## config.mk

```make
export PLATFORM = sky130hd
export DESIGN_NAME = operand_stack_flat
export DESIGN_NICKNAME = d
export VERILOG_FILES = /design/src/rtl/operand_stack_if.sv /design/src/rtl/operand_stack.sv /design/src/flat_wrapper.sv
export SDC_FILE = /design/constraint.sdc
export NUM_CORES = 1
export LEC_CHECK = 0
export ABC_AREA = 1
export CAP_MARGIN = 20
export CORE_UTILIZATION = 55
export DETAILED_ROUTE_END_ITERATION = 8
export PLACE_DENSITY = 0.8
export SLEW_MARGIN = 20
export SYNTH_ARGS = -nofsm -noshare
export SYNTH_HDL_FRONTEND = slang
export SYNTH_SLANG_ARGS = --single-unit
```

## constraint.sdc

```tcl
create_clock -name clk -period 7.28 [get_ports clk]
set_input_delay 1.092 -clock clk [delete_from_list [all_inputs] [get_ports clk]]
set_output_delay 1.092 -clock clk [all_outputs]
set_load 0.02 [all_outputs]
```

## src/rtl/operand_stack_if.sv

```systemverilog
// -----------------------------------------------------------------------------
// operand_stack_if
// Signal bundle between an operand stack and its user.
//   master : the user; drives push/push_data/pop/clr_err and observes status.
//   slave  : the stack; observes the commands and drives the status outputs.
// Signals:
//   push, push_data  - push request and the word to push
//   pop              - pop request
//   clr_err          - clear the sticky overflow/underflow flags
//   tos              - current top of stack (0 when empty)
//   pop_data         - word removed by the last accepted pop
//   pop_valid        - one-cycle pulse, pop_data updated this cycle
//   count            - number of valid entries, 0..DEPTH
//   empty, full      - occupancy flags
//   overflow         - sticky, a push was rejected
//   underflow        - sticky, a pop was rejected
// -----------------------------------------------------------------------------
interface operand_stack_if #(
  parameter int WIDTH = 8,
  parameter int DEPTH = 16
);
  localparam int CW = $clog2(DEPTH) + 1;

  logic             push;
  logic [WIDTH-1:0] push_data;
  logic             pop;
  logic             clr_err;
  logic [WIDTH-1:0] tos;
  logic [WIDTH-1:0] pop_data;
  logic             pop_valid;
  logic [CW-1:0]    count;
  logic             empty;
  logic             full;
  logic             overflow;
  logic             underflow;

  modport master (
    output push, push_data, pop, clr_err,
    input  tos, pop_data, pop_valid, count, empty, full, overflow, underflow
  );

  modport slave (
    input  push, push_data, pop, clr_err,
    output tos, pop_data, pop_valid, count, empty, full, overflow, underflow
  );
endinterface

```

## src/rtl/operand_stack.sv

```systemverilog
// -----------------------------------------------------------------------------
// operand_stack
// LIFO operand stack of DEPTH words of WIDTH bits with a registered pop port,
// top-of-stack replace (push+pop in one cycle) and sticky error flags.
// Ports:
//   clk  - rising-edge clock for all state
//   rst  - asynchronous, active-high reset
//   bus  - operand_stack_if.slave: push/push_data/pop/clr_err in;
//          tos/pop_data/pop_valid/count/empty/full/overflow/underflow out
// tos, empty and full are combinational from count and storage; everything
// else is registered. Storage is not reset; entries at index >= count are
// never visible because tos is forced to zero when empty and only the entry
// below count is ever read.
// -----------------------------------------------------------------------------
module operand_stack #(
  parameter int WIDTH = 8,
  parameter int DEPTH = 16
) (
  input  logic            clk,
  input  logic            rst,
  operand_stack_if.slave  bus
);
  localparam int AW = $clog2(DEPTH);
  localparam int CW = AW + 1;

  logic [WIDTH-1:0] r_mem [DEPTH];
  logic [CW-1:0]    r_count;
  logic [WIDTH-1:0] r_pop_data;
  logic             r_pop_valid;
  logic             r_overflow;
  logic             r_underflow;

  logic             w_empty;
  logic             w_full;
  logic [AW-1:0]    w_top_idx;
  logic [WIDTH-1:0] w_tos;
  logic             w_wr_en;
  logic [AW-1:0]    w_wr_idx;
  logic             w_pop_acc;
  logic             w_ovf_evt;
  logic             w_unf_evt;
  logic [CW-1:0]    w_count_nxt;

  // Occupancy flags and top-of-stack read.
  // When full, count's low AW bits are 0, so subtracting 1 wraps to DEPTH-1,
  // which is exactly the top entry.
  always_comb begin
    w_empty   = (r_count == CW'(0));
    w_full    = (r_count == CW'(DEPTH));
    w_top_idx = r_count[AW-1:0] - AW'(1);
    if (w_empty) begin
      w_tos = WIDTH'(0);
    end else begin
      w_tos = r_mem[w_top_idx];
    end
  end

  // Command decode: write enable/index, accepted pop, error events, next count.
  always_comb begin
    w_wr_en     = 1'b0;
    w_wr_idx    = r_count[AW-1:0];
    w_pop_acc   = 1'b0;
    w_ovf_evt   = 1'b0;
    w_unf_evt   = 1'b0;
    w_count_nxt = r_count;
    case ({bus.push, bus.pop})
      2'b10: begin
        if (w_full) begin
          w_ovf_evt = 1'b1;
        end else begin
          w_wr_en     = 1'b1;
          w_count_nxt = r_count + CW'(1);
        end
      end
      2'b01: begin
        if (w_empty) begin
          w_unf_evt = 1'b1;
        end else begin
          w_pop_acc   = 1'b1;
          w_count_nxt = r_count - CW'(1);
        end
      end
      2'b11: begin
        if (w_empty) begin
          // Nothing to pop: behaves as a plain push into slot 0.
          w_unf_evt   = 1'b1;
          w_wr_en     = 1'b1;
          w_count_nxt = CW'(1);
        end else begin
          // Replace top in place; count unchanged, never overflows.
          w_pop_acc = 1'b1;
          w_wr_en   = 1'b1;
          w_wr_idx  = w_top_idx;
        end
      end
      default: begin
        w_wr_en = 1'b0;
      end
    endcase
  end

  // Storage write; contents are intentionally left uninitialised by reset.
  always_ff @(posedge clk) begin
    if (w_wr_en) begin
      r_mem[w_wr_idx] <= bus.push_data;
    end
  end

  // Count, pop port and sticky error flags.
  // A new error event takes priority over clr_err in the same cycle.
  always_ff @(posedge clk or posedge rst) begin
    if (rst) begin
      r_count     <= CW'(0);
      r_pop_data  <= WIDTH'(0);
      r_pop_valid <= 1'b0;
      r_overflow  <= 1'b0;
      r_underflow <= 1'b0;
    end else begin
      r_count     <= w_count_nxt;
      r_pop_valid <= w_pop_acc;
      if (w_pop_acc) begin
        r_pop_data <= w_tos;
      end
      if (w_ovf_evt) begin
        r_overflow <= 1'b1;
      end else if (bus.clr_err) begin
        r_overflow <= 1'b0;
      end
      if (w_unf_evt) begin
        r_underflow <= 1'b1;
      end else if (bus.clr_err) begin
        r_underflow <= 1'b0;
      end
    end
  end

  assign bus.tos       = w_tos;
  assign bus.pop_data  = r_pop_data;
  assign bus.pop_valid = r_pop_valid;
  assign bus.count     = r_count;
  assign bus.empty     = w_empty;
  assign bus.full      = w_full;
  assign bus.overflow  = r_overflow;
  assign bus.underflow = r_underflow;
endmodule

```

## src/flat_wrapper.sv

```systemverilog
// flat-port wrapper written by rule: the top's interface ports become plain ports
module operand_stack_flat 
#(
  parameter int WIDTH = 8,
  parameter int DEPTH = 16
)
  (clk, rst, bus_push, bus_push_data, bus_pop, bus_clr_err, bus_tos, bus_pop_data, bus_pop_valid, bus_count, bus_empty, bus_full, bus_overflow, bus_underflow);
  operand_stack_if #(.WIDTH(WIDTH), .DEPTH(DEPTH)) bus_i ();
  input  logic clk;
  input  logic rst;
  input wire logic [$bits(bus_i.push)-1:0] bus_push;
  input wire logic [$bits(bus_i.push_data)-1:0] bus_push_data;
  input wire logic [$bits(bus_i.pop)-1:0] bus_pop;
  input wire logic [$bits(bus_i.clr_err)-1:0] bus_clr_err;
  output wire logic [$bits(bus_i.tos)-1:0] bus_tos;
  output wire logic [$bits(bus_i.pop_data)-1:0] bus_pop_data;
  output wire logic [$bits(bus_i.pop_valid)-1:0] bus_pop_valid;
  output wire logic [$bits(bus_i.count)-1:0] bus_count;
  output wire logic [$bits(bus_i.empty)-1:0] bus_empty;
  output wire logic [$bits(bus_i.full)-1:0] bus_full;
  output wire logic [$bits(bus_i.overflow)-1:0] bus_overflow;
  output wire logic [$bits(bus_i.underflow)-1:0] bus_underflow;
  assign bus_i.push = bus_push;
  assign bus_i.push_data = bus_push_data;
  assign bus_i.pop = bus_pop;
  assign bus_i.clr_err = bus_clr_err;
  assign bus_tos = bus_i.tos;
  assign bus_pop_data = bus_i.pop_data;
  assign bus_pop_valid = bus_i.pop_valid;
  assign bus_count = bus_i.count;
  assign bus_empty = bus_i.empty;
  assign bus_full = bus_i.full;
  assign bus_overflow = bus_i.overflow;
  assign bus_underflow = bus_i.underflow;
  operand_stack #(.WIDTH(WIDTH), .DEPTH(DEPTH)) u_core (.clk(clk), .rst(rst), .bus(bus_i));
endmodule
```

### After elaboration in Yosys (flattened, before gate mapping)

Memory sizes are Yosys's and may differ from the RTL's.
Index checks and enable logic that the tools add are counted.

* flip-flop bits (word level): 16
* RAM bits: 128
* input port bits: 13
* output and inout port bits: 26
* word-level logic and storage cells: 42
* memories: 1

* $add $sub $neg: 3
* equality and inequality tests: 7
* multiplexer cells: 20
* reductions and logical operators: 6

Memory list
* u_core.r_mem: words 16, width 8, read ports 1, clocked after memory_dff 0, write ports 1, RTL line operand_stack.sv:26 `logic [WIDTH-1:0] r_mem [DEPTH];`

Operators with widths (number)
* 5-bit two-way mux: 3
* 5-bit case mux with 3 select lines: 1
* 1-bit two-way mux: 12
* 4-bit two-way mux: 2
* 8-bit two-way mux: 1
* 2-bit inequality test, second input constant: 3
* 5-bit by 1-bit adder with 5-bit output, second input constant: 1
* 5-bit equality test, second input constant: 1
* 5-bit logical NOT: 1
* 5-bit by 1-bit subtractor with 5-bit output, second input constant: 1
* 2-bit equality test, second input constant: 2
* 4-bit AND reduction: 1
* 2-bit nonzero test: 2
* 4-bit by 1-bit subtractor with 4-bit output, second input constant: 1
* 3-bit nonzero test: 1
* 2-bit by 1-bit equality test with 1-bit output, second input constant: 1
* 1-bit case mux with 2 select lines: 1
* 2-bit OR reduction: 1

### Longest topological paths before layout

* depth in word-level cells: 5
* mapped depth: 14
* gate-level depth less buffers: 12

### Worst setup path before layout

Ideal clock, no wire load.

* path kind: register to output
* start: register u_core.r_count[0], in the netlist u_core.bus.count[0]
* end: output bus_tos[6]
* arrival time: 2.232 ns
* data required time: 6.188 ns
* path slack: 3.956 ns
* cell stages (with the launch flop): 13
* buffers on the path: 4
* path through: dfrtp_1 inv_2 buf_2 buf_4 ha_1 buf_2 inv_1 buf_2 nor2_1 o21ai_0 nand3_1 nand3_1 a21oi_1

* word-level cells in the longest chain between the ends: 3
* elaborated cells between the ends (all ways): 4
* classes of those cells: 1 x add/sub; 1 x mux; 1 x reduce/logical; 1 x memory

Ends and longest elaborated chain
* start: declaration: RTL line operand_stack.sv:27 `logic [CW-1:0] r_count;`
* start signal: assignment: RTL line operand_stack.sv:119 `r_count <= w_count_nxt;`
* 4-bit by 1-bit subtractor with 4-bit output: RTL line operand_stack.sv:50 `w_top_idx = r_count[AW-1:0] - AW'(1);`
* memory 16 x 8 bit
* 8-bit two-way mux (*): RTL line operand_stack.sv:51 `if (w_empty) begin`
* end: declaration: RTL line flat_wrapper.sv:15 `output wire logic [$bits(bus_i.tos)-1:0] bus_tos;`

Every way passes the cells marked *; elsewhere a longest branch is shown, timed or not.

### Final worst setup path

* start: register u_core.r_count[0], in the netlist u_core.bus.count[0]
* end: output bus_tos[2]

Same word-level chain as after synthesis.

==> impl_metrics.ini <==
[outcome]
status = finished, final reports clean

[drt]
dr.first_iter.drc_count = 562
wirelength_um = 14600
wl_per_cell_um = 18.0
avgViaCountPerCell = 5.65
ant_nets = 0
vias = 4585
route.detailed.drc = 0
drt_first_pass_iters = 5

[sta]
rsz0062_at_grt = false
fin_crit_sh_pct = 70.8
tns_ns = 0
setup_viol = 0
final_max_slew_viol_count = 0
worst_pin_slew_ns = 1.10
layout_min_cycle_time_ns = 5.15
hold_viol_final = 0
slew-limit-headroom_pct = 26.8
fmax_mhz = 194
finClkSkew_ns = 0.00456

[cts]
htree_num_levels = 4
hold_buffers = 0
cts_setup_buffers = 0
cts_resized = 0
cts.path.max_buffers = 2
numCtsBuffers = 17
cts_tree = yes
path_clk_slew_ns = 0.06
clock_latency_ns = 0.41
clock-sinks = 144
cts-root-buf = clkbuf_16

[placement]
port-buffer-count = 38
hpwlAfterDp_um = 8950
gp_congestion = 0.858
place_inst = 780

[setup_path]
cp_top_family = buffers and inverters
cp_slowest_stage_delay_ns = 0.85
timing.rr.end = u_core.r_mem[2][3]
end_kind = output pin
path_buf_inv = 4
crit_chain = inv_2 -> ha_1 -> buf_4 -> inv_1 -> nor2_1 -> nand2_1 -> nand3_1 -> nand3_1 -> nand2_1 -> clkdlybuf4s50_1
r2r_cells = 8
path_class = reg -> out
cp_slowest_cell = inv_1
cp.arrival_ns = 4.06
worst_setup_path_start_kind = flip-flop
rrSetupSlack_ns = 3.31
r2r_start = u_core.bus.count[0]
critPathMaxFanout = 47
crit_required_ns = 6.19

[floorplan]
core_um2 = 11400
start_util_pct = 56.4
fp-row-count = 39
die_area_um2 = 12200
die_w_um = 110
die_y_um = 110
ios = 39

[global_routing]
grt_pass1_vias = 4477
track_usage_pct = 25.5
grt_max_degree = 93
antenna_found_initial = 0
met2_usage_pct = 42.5
met1_usage_pct = 31.8
grt_busiest_layer = met2
use_met3_pct = 5.11
grt_pass1_wl_um = 22300
grt-ovfl-total = 0

[yosys]
syn_nets = 639
synthMuxAreaShare_pct = 0
synth_top_family_by_area = simple AND/OR/NAND/NOR gates
synth.yosys.seq_area_share_pct = 65.9
synth-adder-area-share_pct = 1.28
avgSynthCellArea_um2 = 10.4
yosys_register_bits = 144
synth-async-reset-ratio_pct = 11.1
synth_top_area_share_pct = 59.7
synthXorXnorAreaFrac_pct = 0.660
ys.flop_type = edfxtp_1
synth_area_um2 = 6440
synthSimpleGateAreaFrac_pct = 24.3
synth_area_leaders = edfxtp_1 (60%), nand2_1 (9.7%), dfrtp_1 (6.2%)
yosysMostFrequentCell = nand2_1
syn-instance-count = 620
synth_top_cell_by_area = edfxtp_1
yosys-top-cells-count = nand2_1 (166), edfxtp_1 (128), nor2_1 (106), nand3_1 (66), inv_1 (38)
ys_types = 36
synth-compound-area-share_pct = 2.83
synth_edf_count = 128
yosys_warnings = 0

[power_and_ir_drop]
p_sw_mw = 1.53
p_int_mw = 2.12
swShare_pct = 41.9
p_comb_share_pct = 47.3
leakagePower_nw = 2.96
seq_power_share_pct = 28.7
pwr-share-clk_pct = 24.0
ir_worst_vdd_v = 0.000502
cellPowerDensity_nw_per_um2 = 488

[layout]
area_growth_pct = 16.2
multi_input_area_um2 = 1870
nets = 675
instances_no_fill = 812
n_antenna_cell = 0
drive_above_1_share_pct = 10.3
seq_area_um2 = 4250
fill_cells = 829

[worst_hold_path]
hold_depth = 2
hold_class = reg -> reg
min_from = u_core.bus.pop_data[0]
hold_path_end = u_core.bus.pop_data[0]

[job]
cap_violations = 0
[per-layer routing]
metal	part of all wire (%)	vias up
li1	-	2136
met1	39	2170
met2	50	246
met3	8.7	33
met4	2.6	0
met5	0	-
[tightest hold or removal path, delay by kind of cell, from the launching register on]
family	cells	cell delay, ns
AND/OR/NAND/NOR	2	0.10
flip-flops	1	0.34
[power by group through the flow]
stage	combinational [mW]	sequential, mW	clock [mW]
6_report	1.73	1.05	0.878
5_1_grt	1.88	1.06	0.916
4_1_cts	1.70	1.05	0.882
3_5_place_dp	1.68	1.06	0
3_3_place_gp	1.63	1.06	0
2_1_floorplan	1.12	1.10	0
[area by class of cell]
cell class / count / share of cell area, %
clock inverter: 11 / 1.69
timing repair buffer: 40 / 5.28
clock buffer: 21 / 6.42
inverter: 48 / 2.49
sequential: 144 / 56.7
tap: 143 / 2.39
multi-input combinational: 405 / 25.0
[sequential cells by signal, summed over array words and instances (netlist names)]
signal                cells
u_core.bus.underflow      1
u_core.bus.overflow       1
u_core.bus.pop_valid      1
u_core.bus.pop_data       8
u_core.bus.count          5
u_core.r_mem            128
[worst max-delay path by stage]
stage	cells after the start	end	start
2_1_floorplan	12	bus_tos[6]	u_core.bus.count[0]
5_1_grt	10	bus_tos[5]	u_core.bus.count[0]
3_5_place_dp	10	bus_tos[6]	u_core.bus.count[0]
4_1_cts	10	bus_tos[2]	u_core.bus.count[0]
3_3_place_gp	10	bus_tos[6]	u_core.bus.count[0]
6_report	10	bus_tos[2]	u_core.bus.count[0]
[kinds of logic after synthesis]
kind of cell             after synthesis
buffers and inverters                 71
XOR/XNOR                               4
AO/OA/AOI/OAI                         32
adder cells (fa/ha/maj)                6
flip-flops                           144
AND/OR/NAND/NOR                      363
[stage by stage]
stage / total power, mW / util (%) / hold slack (ns) / setup slack, ns / cell area [um2]
final: 3.65 / 65.6 / 0.482 / 2.13 / 7490
after detailed placement: 2.74 / 60.3 / 0.471 / 2.64 / 6880
after CTS: 3.63 / 65.6 / 0.488 / 2.12 / 7490
after floorplan: 2.22 / - / 0.589 / 3.96 / 6440
after global placement: 2.69 / 60.3 / 0.466 / 2.69 / 6880
after global routing: 3.86 / 65.6 / 0.499 / 1.87 / 7490
[cell usage in the layout, fill, tap and decap left out, types with 7 or more instances in the layout]
cell,synthesis,routed
clkbuf_16,0,17
clkdlybuf4s50_1,0,38
dfrtp_1,16,15
edfxtp_1,128,128
inv_1,38,38
nand2_1,166,166
nand3_1,66,66
nor2_1,106,106
o21ai_0,16,16
o21ai_1,7,7
Power figures use the tool's default switching activity.
==> RTL edit: new RTL, same flow settings <==
`WIDTH` is set to 8 in 3 places; all go to 12.
--- a/src/rtl/operand_stack_if.sv
+++ b/src/rtl/operand_stack_if.sv
@@ -16,7 +16,7 @@
 //   underflow        - sticky, a pop was rejected
 // -----------------------------------------------------------------------------
 interface operand_stack_if #(
-  parameter int WIDTH = 8,
+  parameter int WIDTH = 12,
   parameter int DEPTH = 16
 );
   localparam int CW = $clog2(DEPTH) + 1;
--- a/src/rtl/operand_stack.sv
+++ b/src/rtl/operand_stack.sv
@@ -13,7 +13,7 @@
 // below count is ever read.
 // -----------------------------------------------------------------------------
 module operand_stack #(
-  parameter int WIDTH = 8,
+  parameter int WIDTH = 12,
   parameter int DEPTH = 16
 ) (
   input  logic            clk,
--- a/src/flat_wrapper.sv
+++ b/src/flat_wrapper.sv
@@ -1,7 +1,7 @@
 // flat-port wrapper written by rule: the top's interface ports become plain ports
 module operand_stack_flat 
 #(
-  parameter int WIDTH = 8,
+  parameter int WIDTH = 12,
   parameter int DEPTH = 16
 )
   (clk, rst, bus_push, bus_push_data, bus_pop, bus_clr_err, bus_tos, bus_pop_data, bus_pop_valid, bus_count, bus_empty, bus_full, bus_overflow, bus_underflow);
Interface: changed (resized bus_pop_data, bus_push_data and bus_tos); port bits go from 39 to 51. No check against the original RTL was run, so the function may have changed too.
==> RTL edit against the original RTL <==
  * Power is 32% higher
  * Sequential cell count increased by 68
  * Final area rose by 43%
  * Worst hold slack worse by 0.0012 ns
  * Clock power is 7.5% higher
  * Via count up 42%
  * Critical path depth up 1
  * Wire length grew 44%
  * Synthesized area is 47% higher
  * Worst setup slack lost 0.49 ns
  * Utilization down 1.6 points
  * Die area increased by 46%
  * Critical path type unchanged
  * Critical endpoint is now bus_tos[8]
==> RTL edit: results (changes against the original RTL) <==
Synth
  – Ranking of synthesized cells by area: edfxtp_1 61%, nand2_1 11%, nand3_1 7.0%, inv_1 5.6%, dfrtp_1 5.3%
  – Compound-Gate Fraction of Synth Area: 1.03% (-1.8 points)
  – Adder-cell share of the synthesized area: 0.873% (-0.41 points)
  – Post-Syn Nets: 966 (+51%)
  – Asr flop ratio synth: 9.43% (-1.7 points)
  – Sequential-to-total area share from yosys stat: 66.3% (+0.41 points)
  – Post-synth EDFFs: 192 (+50%)
  – Xor-xnor portion of the synthesized cell area: 0.185% (-0.47 points)

Placement
  – Gpl congestion: 0.820 (-4.4%)
  – Pre-CTS setup slack: 2.24 ns (-0.408 ns)

Route
  – Wirelength per Cell: 17.2 um (-4.2%)
  – Vias/cell: 5.31 (-5.9%)
  – Initial DRC Count: 632 (+12%)

Clock network
  – H-tree depth: 1 (-3)
  – Cts bufs inserted: 21 (+4)
  – Clock Latency Late Sink: 0.49 ns (+0.08 ns)

GRT
  – Largest net degree at the start of global routing: 78 (-16%)
  – GRT Total Usage: 24.6% (-0.88 points)
  – Met2 GRT Util: 40.0% (-2.4 points)
  – GR Layer Usage met1: 33.6% (+1.8 points)

Setup path
  – Slowest CP cell: dfrtp_4
  – CP endpoint: bus_tos[8]
  – Reg-to-Reg End: u_core.r_mem[2][1]
  – Arrival time worst endpoint: 4.55 ns (+0.49 ns)

Cells and area
  – Layout cell share with drive strength beyond 1: 6.59% (-3.7 points)
  – Largest register FFs: 192 (+50%)

Run status
  – Outcome: finished clean

Power and ir drop
  – Leakage: 4.53 nW (+53%)
  – VDD IR max: 0.350 mV (-30%)

STA
  – Slew headroom: 31.0% (+4.2 points)
## RTL edit: layout make-up
| type | count | area, um^2 | area share, % |
|---|---|---|---|
| multi-input cells | 546 | 2420 | 22.7 |
| clock inverters | 10 | 46.3 | 0.433 |
| flip-flops and latches | 212 | 6270 | 58.6 |
| repair buffers | 61 | 583 | 5.45 |
| clock buffers | 25 | 541 | 5.06 |
| well taps | 220 | 275 | 2.57 |
| inverters | 147 | 553 | 5.17 |
## RTL edit: where the power goes
part	internal (mW)	switching, mW	leakage, nW
sequential	1.48	0.116	1.98
clock	0.526	0.419	0.287
combinational	0.778	1.52	2.26
total	2.78	2.06	4.53
## RTL edit: per-layer routing
| layer | up-vias | wire (um) | part of all wire [%] |
|---|---|---|---|
| li1 | 3126 | - | - |
| met1 | 3008 | 8620 | 41 |
| met2 | 302 | 10100 | 48 |
| met3 | 52 | 1780 | 8.4 |
| met4 | 0 | 527 | 2.5 |
| met5 | - | 0 | 0 |
## RTL edit: how the worst min path moves through the flow
| stage | startpoint | end | slack, ns |
|---|---|---|---|
| detailed placement | u_core.bus.pop_data[4] | u_core.bus.pop_data[4] | 0.46 |
| floorplan | u_core.bus.pop_data[9] | u_core.bus.pop_data[9] | 0.59 |
| global route | u_core.bus.pop_data[2] | u_core.bus.pop_data[2] | 0.51 |
| finish | u_core.bus.pop_data[10] | u_core.bus.pop_data[10] | 0.48 |
| CTS | u_core.bus.pop_data[2] | u_core.bus.pop_data[2] | 0.49 |
| global placement | u_core.bus.pop_data[10] | u_core.bus.pop_data[10] | 0.46 |
## RTL edit: logic make-up (layout without fill, tap and decap cells)
group           Yosys count  in the layout
compound gates           19             19
xor+xnor                  2              2
buf+inv                 185            243
flops                   212            212
simple gates            519            519
fa+ha+maj                 6              6
## RTL edit: per-stage QoR
stage                     hold WS, ns  instances  util [%]  cell area (um^2)
after floorplan                 0.587        943         -              9460
after global placement          0.465       1186      60.5             10100
after detailed placement        0.464       1186      60.5             10100
after CTS                       0.485       1221      64.0             10700
after global routing            0.505       1221      64.0             10700
final                           0.481       1221      64.0             10700
## RTL edit: critical path, delay by kind of cell, from the launching register on
| kind | cells | cell delay, ns |
|---|---|---|
| fa+ha+maj | 1 | 0.80 |
| buf+inv | 5 | 1.55 |
| flops | 1 | 0.95 |
| simple gates | 5 | 0.66 |
